File: src/rtl/button_press_emulator.sv
// Emulated bouncy push-button: on request, produces N press/release cycles
// with pseudo-random chatter on each edge, plus the ideal level for scoreboarding.
module button_press_emulator #(
  parameter int          BOUNCE_TICKS = 150,
  parameter int          HOLD_TICKS   = 1000,
  parameter int          GAP_TICKS    = 1000,
  parameter logic [15:0] LFSR_SEED    = 16'hACE1
) (
  input  logic       clk,
  input  logic       rst,
  input  logic       req_valid,
  input  logic [3:0] req_count,
  output logic       req_ready,
  output logic       bouncy_out,
  output logic       clean_out,
  output logic       busy,
  output logic       done
);

  localparam int MAX_A     = (BOUNCE_TICKS > HOLD_TICKS) ? BOUNCE_TICKS : HOLD_TICKS;
  localparam int MAX_TICKS = (MAX_A > GAP_TICKS) ? MAX_A : GAP_TICKS;
  localparam int TIMER_W   = $clog2(MAX_TICKS) + 1;

  localparam logic [TIMER_W-1:0] BOUNCE_LAST = TIMER_W'(BOUNCE_TICKS - 1);
  localparam logic [TIMER_W-1:0] HOLD_LAST   = TIMER_W'(HOLD_TICKS - 1);
  localparam logic [TIMER_W-1:0] GAP_LAST    = TIMER_W'(GAP_TICKS - 1);
  localparam logic [15:0]        LFSR_MASK   = 16'hB400;

  typedef enum logic [2:0] {
    S_IDLE    = 3'd0,
    S_PRESS   = 3'd1,
    S_HOLD    = 3'd2,
    S_RELEASE = 3'd3,
    S_GAP     = 3'd4
  } state_t;

  state_t               state_q, state_d;
  logic [TIMER_W-1:0]   timer_q, timer_d;
  logic [3:0]           remaining_q, remaining_d;
  logic [15:0]          lfsr_q, lfsr_d;
  logic                 done_q, done_d;

  // Galois LFSR step; free-running so chatter differs between presses
  always_comb begin
    lfsr_d = {1'b0, lfsr_q[15:1]} ^ (lfsr_q[0] ? LFSR_MASK : 16'h0000);
  end

  // Register the FSM, timer, press counter, LFSR and done pulse
  always_ff @(posedge clk) begin
    if (rst) begin
      state_q     <= S_IDLE;
      timer_q     <= '0;
      remaining_q <= '0;
      lfsr_q      <= LFSR_SEED;
      done_q      <= 1'b0;
    end else begin
      state_q     <= state_d;
      timer_q     <= timer_d;
      remaining_q <= remaining_d;
      lfsr_q      <= lfsr_d;
      done_q      <= done_d;
    end
  end

  // Next-state logic and Moore outputs
  always_comb begin
    state_d     = state_q;
    timer_d     = timer_q + 1'b1;
    remaining_d = remaining_q;
    done_d      = 1'b0;
    req_ready   = 1'b0;
    busy        = 1'b0;
    bouncy_out  = 1'b0;
    clean_out   = 1'b0;
    case (state_q)
      S_IDLE: begin
        req_ready = 1'b1;
        timer_d   = '0;
        if (req_valid) begin
          if (req_count == 4'd0) begin
            done_d = 1'b1;
          end else begin
            remaining_d = req_count;
            state_d     = S_PRESS;
          end
        end
      end
      S_PRESS: begin
        busy       = 1'b1;
        clean_out  = 1'b1;
        // last chatter cycle settles to the pressed level
        bouncy_out = (timer_q == BOUNCE_LAST) ? 1'b1 : lfsr_q[0];
        if (timer_q == BOUNCE_LAST) begin
          timer_d = '0;
          state_d = S_HOLD;
        end
      end
      S_HOLD: begin
        busy       = 1'b1;
        clean_out  = 1'b1;
        bouncy_out = 1'b1;
        if (timer_q == HOLD_LAST) begin
          timer_d = '0;
          state_d = S_RELEASE;
        end
      end
      S_RELEASE: begin
        busy       = 1'b1;
        // last chatter cycle settles to the released level
        bouncy_out = (timer_q == BOUNCE_LAST) ? 1'b0 : lfsr_q[0];
        if (timer_q == BOUNCE_LAST) begin
          timer_d = '0;
          state_d = S_GAP;
        end
      end
      S_GAP: begin
        busy = 1'b1;
        if (timer_q == GAP_LAST) begin
          timer_d     = '0;
          remaining_d = remaining_q - 4'd1;
          if (remaining_q == 4'd1) begin
            state_d = S_IDLE;
            done_d  = 1'b1;
          end else begin
            state_d = S_PRESS;
          end
        end
      end
      default: begin
        state_d     = S_IDLE;
        timer_d     = '0;
        remaining_d = '0;
      end
    endcase
  end

  assign done = done_q;

endmodule
File: config.mk
export PLATFORM = sky130hd
export DESIGN_NAME = button_press_emulator
export DESIGN_NICKNAME = d
export VERILOG_FILES = /design/src/rtl/button_press_emulator.sv
export SDC_FILE = /design/constraint.sdc
export NUM_CORES = 1
export LEC_CHECK = 0
export ABC_CLOCK_PERIOD_IN_PS = 1800
export CORE_UTILIZATION = 40
export DETAILED_ROUTE_END_ITERATION = 8
export PLACE_DENSITY = 0.64
export REMOVE_ABC_BUFFERS = 1
export SLEW_MARGIN = 20
export SYNTH_ARGS = -nofsm -noshare
export SYNTH_HDL_FRONTEND = slang
export SYNTH_SLANG_ARGS = --single-unit
export TNS_END_PERCENT = 100
File: constraint.sdc
create_clock -name clk -period 1.8 [get_ports clk]
set_clock_uncertainty 0.1 [all_clocks]
set_input_delay 0.45 -clock clk [delete_from_list [all_inputs] [get_ports clk]]
set_output_delay 0.45 -clock clk [all_outputs]
set_load 0.01 [all_outputs]
; Word level (Yosys, flattened, before mapping)
; Cells that the tools add are included.
[classes]
n_addsub = 2
eq_ne = 13
muxes = 27
bitwise = 2
reduce_logical = 9
[ops]
columns = operator, n
row1 = 11-bit 2-to-1 mux, 2
row2 = 11-bit case mux with 2 select lines, 1
row3 = 3-bit 2-to-1 mux, 6
row4 = 16-bit 2-to-1 mux, 1
row5 = 15-bit by 16-bit XOR with 16-bit output, 1
row6 = 3-bit case mux with 5 select lines, 1
row7 = 4-bit 2-to-1 mux, 3
row8 = "2-bit inequality test, second input constant", 6
row9 = 4-bit case mux with 3 select lines, 1
row10 = "11-bit by 1-bit adder with 11-bit output, second input constant", 1
row11 = "11-bit by 10-bit == test with 1-bit output, second input constant", 1
row12 = "11-bit by 8-bit == test with 1-bit output, second input constant", 1
row13 = 1-bit 2-to-1 mux, 10
row14 = "3-bit by 2-bit == test with 1-bit output, second input constant", 2
row15 = 6-bit AND reduction, 1
row16 = 2-bit OR reduction, 3
row17 = "4-bit by 1-bit == test with 1-bit output, second input constant", 1
row18 = 4-bit zero test, 1
row19 = 4-bit AND reduction, 1
row20 = 4-bit OR reduction, 1
row21 = "4-bit by 1-bit subtractor with 4-bit output, second input constant", 1
row22 = "3-bit by 1-bit == test with 1-bit output, second input constant", 1
row23 = "3-bit == test, second input constant", 1
row24 = 3-bit zero test, 1
row25 = 4 further kinds, 4
[totals]
ff_bits = 35

; Longest topological paths before layout
[depth]
word_depth = 4
mapped_depth = 7

; Least setup slack after synthesis
; OpenSTA, ideal clock, no wires.
[synth_path]
path_kind = reg-to-output
from = register timer_q[0]
to = output bouncy_out
arrival_time_ns = 1.356
required_time_ns = 1.250
path_slack_ns = -0.106
stages_incl_launch_ff = 6
cell_sequence = dfxtp_1 ha_1 nor4bb_1 nand3_1 mux2i_1 a21o_1
[synth_via]
elab_chain_cells = 3
word_cells_on_any_way = 4
cone_classes = eq/ne (1) / mux (3)
[synth_rtl]
columns = element, line_no
row1 = "start, declared", 38  ; logic [TIMER_W-1:0] timer_q, timer_d;
row2 = "start signal, assigned", 58  ; timer_q <= timer_d;
row3 = 11-bit by 8-bit == test with 1-bit output (*), "92, 110"
row4 = "1-bit 2-to-1 mux, on equally long branches", "110, 92"
row5 = 1-bit case mux with 3 select lines (*), 75  ; case (state_q)
row6 = "end, declared", 14  ; output logic bouncy_out,
; Every way passes the cells marked *; elsewhere a longest branch is shown, timed or not.

; Worst setup path in the final report
[layout_path]
from = register timer_q[1]
to = output bouncy_out
; The elaborated chain is that of the path after synthesis.

==> results.py <==
metrics = {
    "power_and_ir_drop": {
        "switchingPower_mw": 0.371,
        "power.internal_mw": 1.20,
        "p_per_area_nw_per_um2": 722,
        "seq_power_share_pct": 52.6,
        "swShare_pct": 23.6,
        "power.share.combinational_pct": 13.3,
        "p_clk_share_pct": 34.1,
        "p_leak_nw": 0.892,
        "vdd.ir_drop.worst_mv": 0.460,
    },
    "hold_path": {
        "hold_path_class": "reg2reg",
        "hp-start": "lfsr_q[1]$_SDFF_PP0_",
    },
    "sta": {
        "setup_viol": 1,
        "drv_slew": 0,
        "tightest_slew_ns": 0.323,
        "fin_ws_ns": -0.318,
        "hold_viol_final": 0,
        "fmax_mhz": 472,
        "fin_crit_ns": 2.12,
        "worst_hold_slack_ns": 0.305,
        "slew_headroom_pct": 78.2,
        "period_share_pct": 118,
        "rsz0062_at_grt": "yes",
    },
    "clock_network": {
        "cts_buffers": 5,
        "cts_hold_buf": 0,
        "clockBufferDepth": 2,
        "clock_latency_ns": 0.28,
        "clk_pin_slew_ns": 0.07,
        "cts_root_buf": "clkbuf_8",
        "htree_levels": 2,
        "cts.sink_count": 35,
        "cts_tree": "built",
    },
    "routing": {
        "wl_per_cell_um": 11.9,
        "vias": 1270,
        "drt_iter0_markers": 44,
        "drt-vias-per-instance": 4.81,
        "antenna_left": 0,
        "first_pass_iters": 3,
        "routed_wirelength_mm": 3.14,
        "drcViolationCount": 0,
    },
    "logic_synthesis": {
        "synth_fa_ha_area_share_pct": 3.02,
        "seq_area_frac_synth_pct": 42.3,
        "syn_avg_cell_area_um2": 9.99,
        "synth_warnings": 0,
        "synthMuxAreaShare_pct": 5.21,
        "synth_area_um2": 1660,
        "synth_xor_area_share_pct": 9.51,
        "synth_cells": 166,
        "synth-compound-area-share_pct": 6.64,
        "synth_top_family_by_area": "simple AND/OR/NAND/NOR gates",
        "yosysUniqueCellTypes": 38,
        "yosys_register_bits": 35,
        "synthSimpleGateAreaFrac_pct": 27.5,
    },
    "setup_path": {
        "cp_data_required_time_ns": 1.25,
        "startpoint": "timer_q[1]$_SDFF_PP0_",
        "r2r_setup_slack_ns": 0.06,
        "end_kind": "primary output",
        "crit_fanout": 2,
        "start_kind": "register",
        "rr_startpoint": "timer_q[0]$_SDFF_PP0_",
        "cp.arrival_ns": 1.57,
        "path_class": "reg2out",
    },
    "layout": {
        "final_common_cell": "buf_4",
        "final_cell_mix": "buf_4 (35), dfxtp_1 (31), nor3_1 (17), xnor2_1 (11), nor2b_1 (8)",
        "nNetsFinal": 224,
        "layout-drive-gt1-share_pct": 36.0,
        "instances_no_fill": 264,
        "n_antenna_cell": 0,
        "fillers": 360,
        "area_growth_pct": 31.2,
        "postLayoutCellArea_um2": 2170,
    },
    "status": {
        "violations": "setup timing",
        "status": "complete, but fails checks",
    },
    "global_route": {
        "grt_antenna_before_repair": 0,
        "grt_max_degree": 16,
        "grt_pass1_vias": 1287,
        "grt_util_all_layers_pct": 15.9,
        "overflow": 0,
        "grt_pass1_wl_mm": 5.29,
    },
    "placement": {
        "gp_congestion": 0.849,
        "port_buffers": 11,
        "dp_hpwl_mm": 2.29,
        "dpl_cell_area_um2": 2030,
        "place_ws_ns": -0.659,
        "placed_cells": 253,
    },
    "job": {
        "cap_violations": 0,
    },
    "floorplan": {
        "die_w_um": 66.4,
        "start_util_pct": 41.4,
        "pin_count": 12,
        "rows": 23,
        "dieArea_um2": 4410,
        "placeableCoreArea_um2": 4000,
        "die_y_um": 66.4,
    },
}
==> critical path, stage by stage (launching register included) <==
cell	delay, ns
dfxtp_2	0.32
inv_2	0.05
ha_4	0.12
nor4bb_4	0.22
nand3_2	0.14
mux2i_1	0.14
a21o_1	0.16
buf_2	0.13
==> cells in the mapped netlist (all sizes together) <==
cell type	number	area [um2]
a211o	1	8.76
a21o	1	7.51
a21oi	3	18.8
a22oi	1	12.5
a31oi	1	21.3
and2	1	6.26
and2b	2	17.5
and3	1	7.51
and4	2	20.0
buf	2	12.5
clkbuf	7	66.3
dfxtp	35	701
ha	4	50.1
inv	5	18.8
mux2	2	26.3
mux2i	6	60.1
nand2	6	22.5
nand2b	6	37.5
nand3	8	40.0
nand4	4	40.0
nor2	7	33.8
nor2b	8	50.1
nor3	17	85.1
nor3b	4	41.3
nor4bb	1	10.0
o21ai	4	20.0
o311ai	1	8.76
o41a	1	12.5
or2	7	43.8
xnor2	11	96.3
xor2	7	61.3
==> power by group through the flow <==
stage	clock network (mW)	logic [mW]	registers, mW
2_1_floorplan	0	0.102	0.845
3_3_place_gp	0	0.204	0.842
3_5_place_dp	0	0.209	0.844
4_1_cts	0.555	0.209	0.828
5_1_grt	0.594	0.228	0.830
6_report	0.534	0.209	0.826
==> cell families (layout without fill, tap and decap cells) <==
logic type                 after synthesis  count (layout)
xor gates and xnor gates                18              18
AOI/OAI and AO/OA                       13              13
muxes                                    8               8
buffers and inverters                   14              62
adders and majority gates                4               4
DFF                                     35              35
and+or+nand+nor                         74              74
==> path summary, 6_finish.rpt <==
check / cells past startpoint / endpoint
setup / recovery: 7 / bouncy_out
hold / removal: 1 / lfsr_q[0]$_SDFF_PP1_
setup reg to reg: 6 / remaining_q[2]$_SDFFE_PP0P_
hold reg to reg: 1 / lfsr_q[0]$_SDFF_PP1_
==> flip-flops by register name (all words and copies together) (netlist names) <==
register and cells:
lfsr_q 16, remaining_q 4, done 1, timer_q 11, state_q 3
==> stage by stage <==
step	util, %	setup TNS, ns	power, mW
final	54.4	-0.318	1.57
after global routing	54.4	-0.422	1.65
after CTS	54.0	-0.336	1.59
after detailed placement	50.7	-2.45	1.05
after global placement	50.7	-2.20	1.05
after floorplan	-	-0.163	0.947
==> metal layers <==
layer / vias up / track usage [%] / part of all wire (%)
li1: 660 / - / -
met1: 591 / 18.5 / 47
met2: 16 / 26.9 / 49
met3: 3 / 4.66 / 3.5
met4: 0 / 6.91 / 0.93
met5: - / 0 / 0
==> what timing repair did <==
action / 4_1_cts / 5_1_grt
pin swaps: 5 / 4
buffers inserted: 2 / 1
resized for setup: 22 / 9
endpoints found under the setup margin: 19 / 18
==> area by class of cell <==
class	instances	area [um2]	area share [%]
timing repair buffer	49	398	18.3
sequential	35	708	32.6
multi-input combinational	117	906	41.7
clock buffer	7	76.3	3.51
inverter	5	18.8	0.863
tap	50	62.6	2.88
clock inverter	1	5.00	0.230
Note: power is estimated with default switching activity, not from simulation.
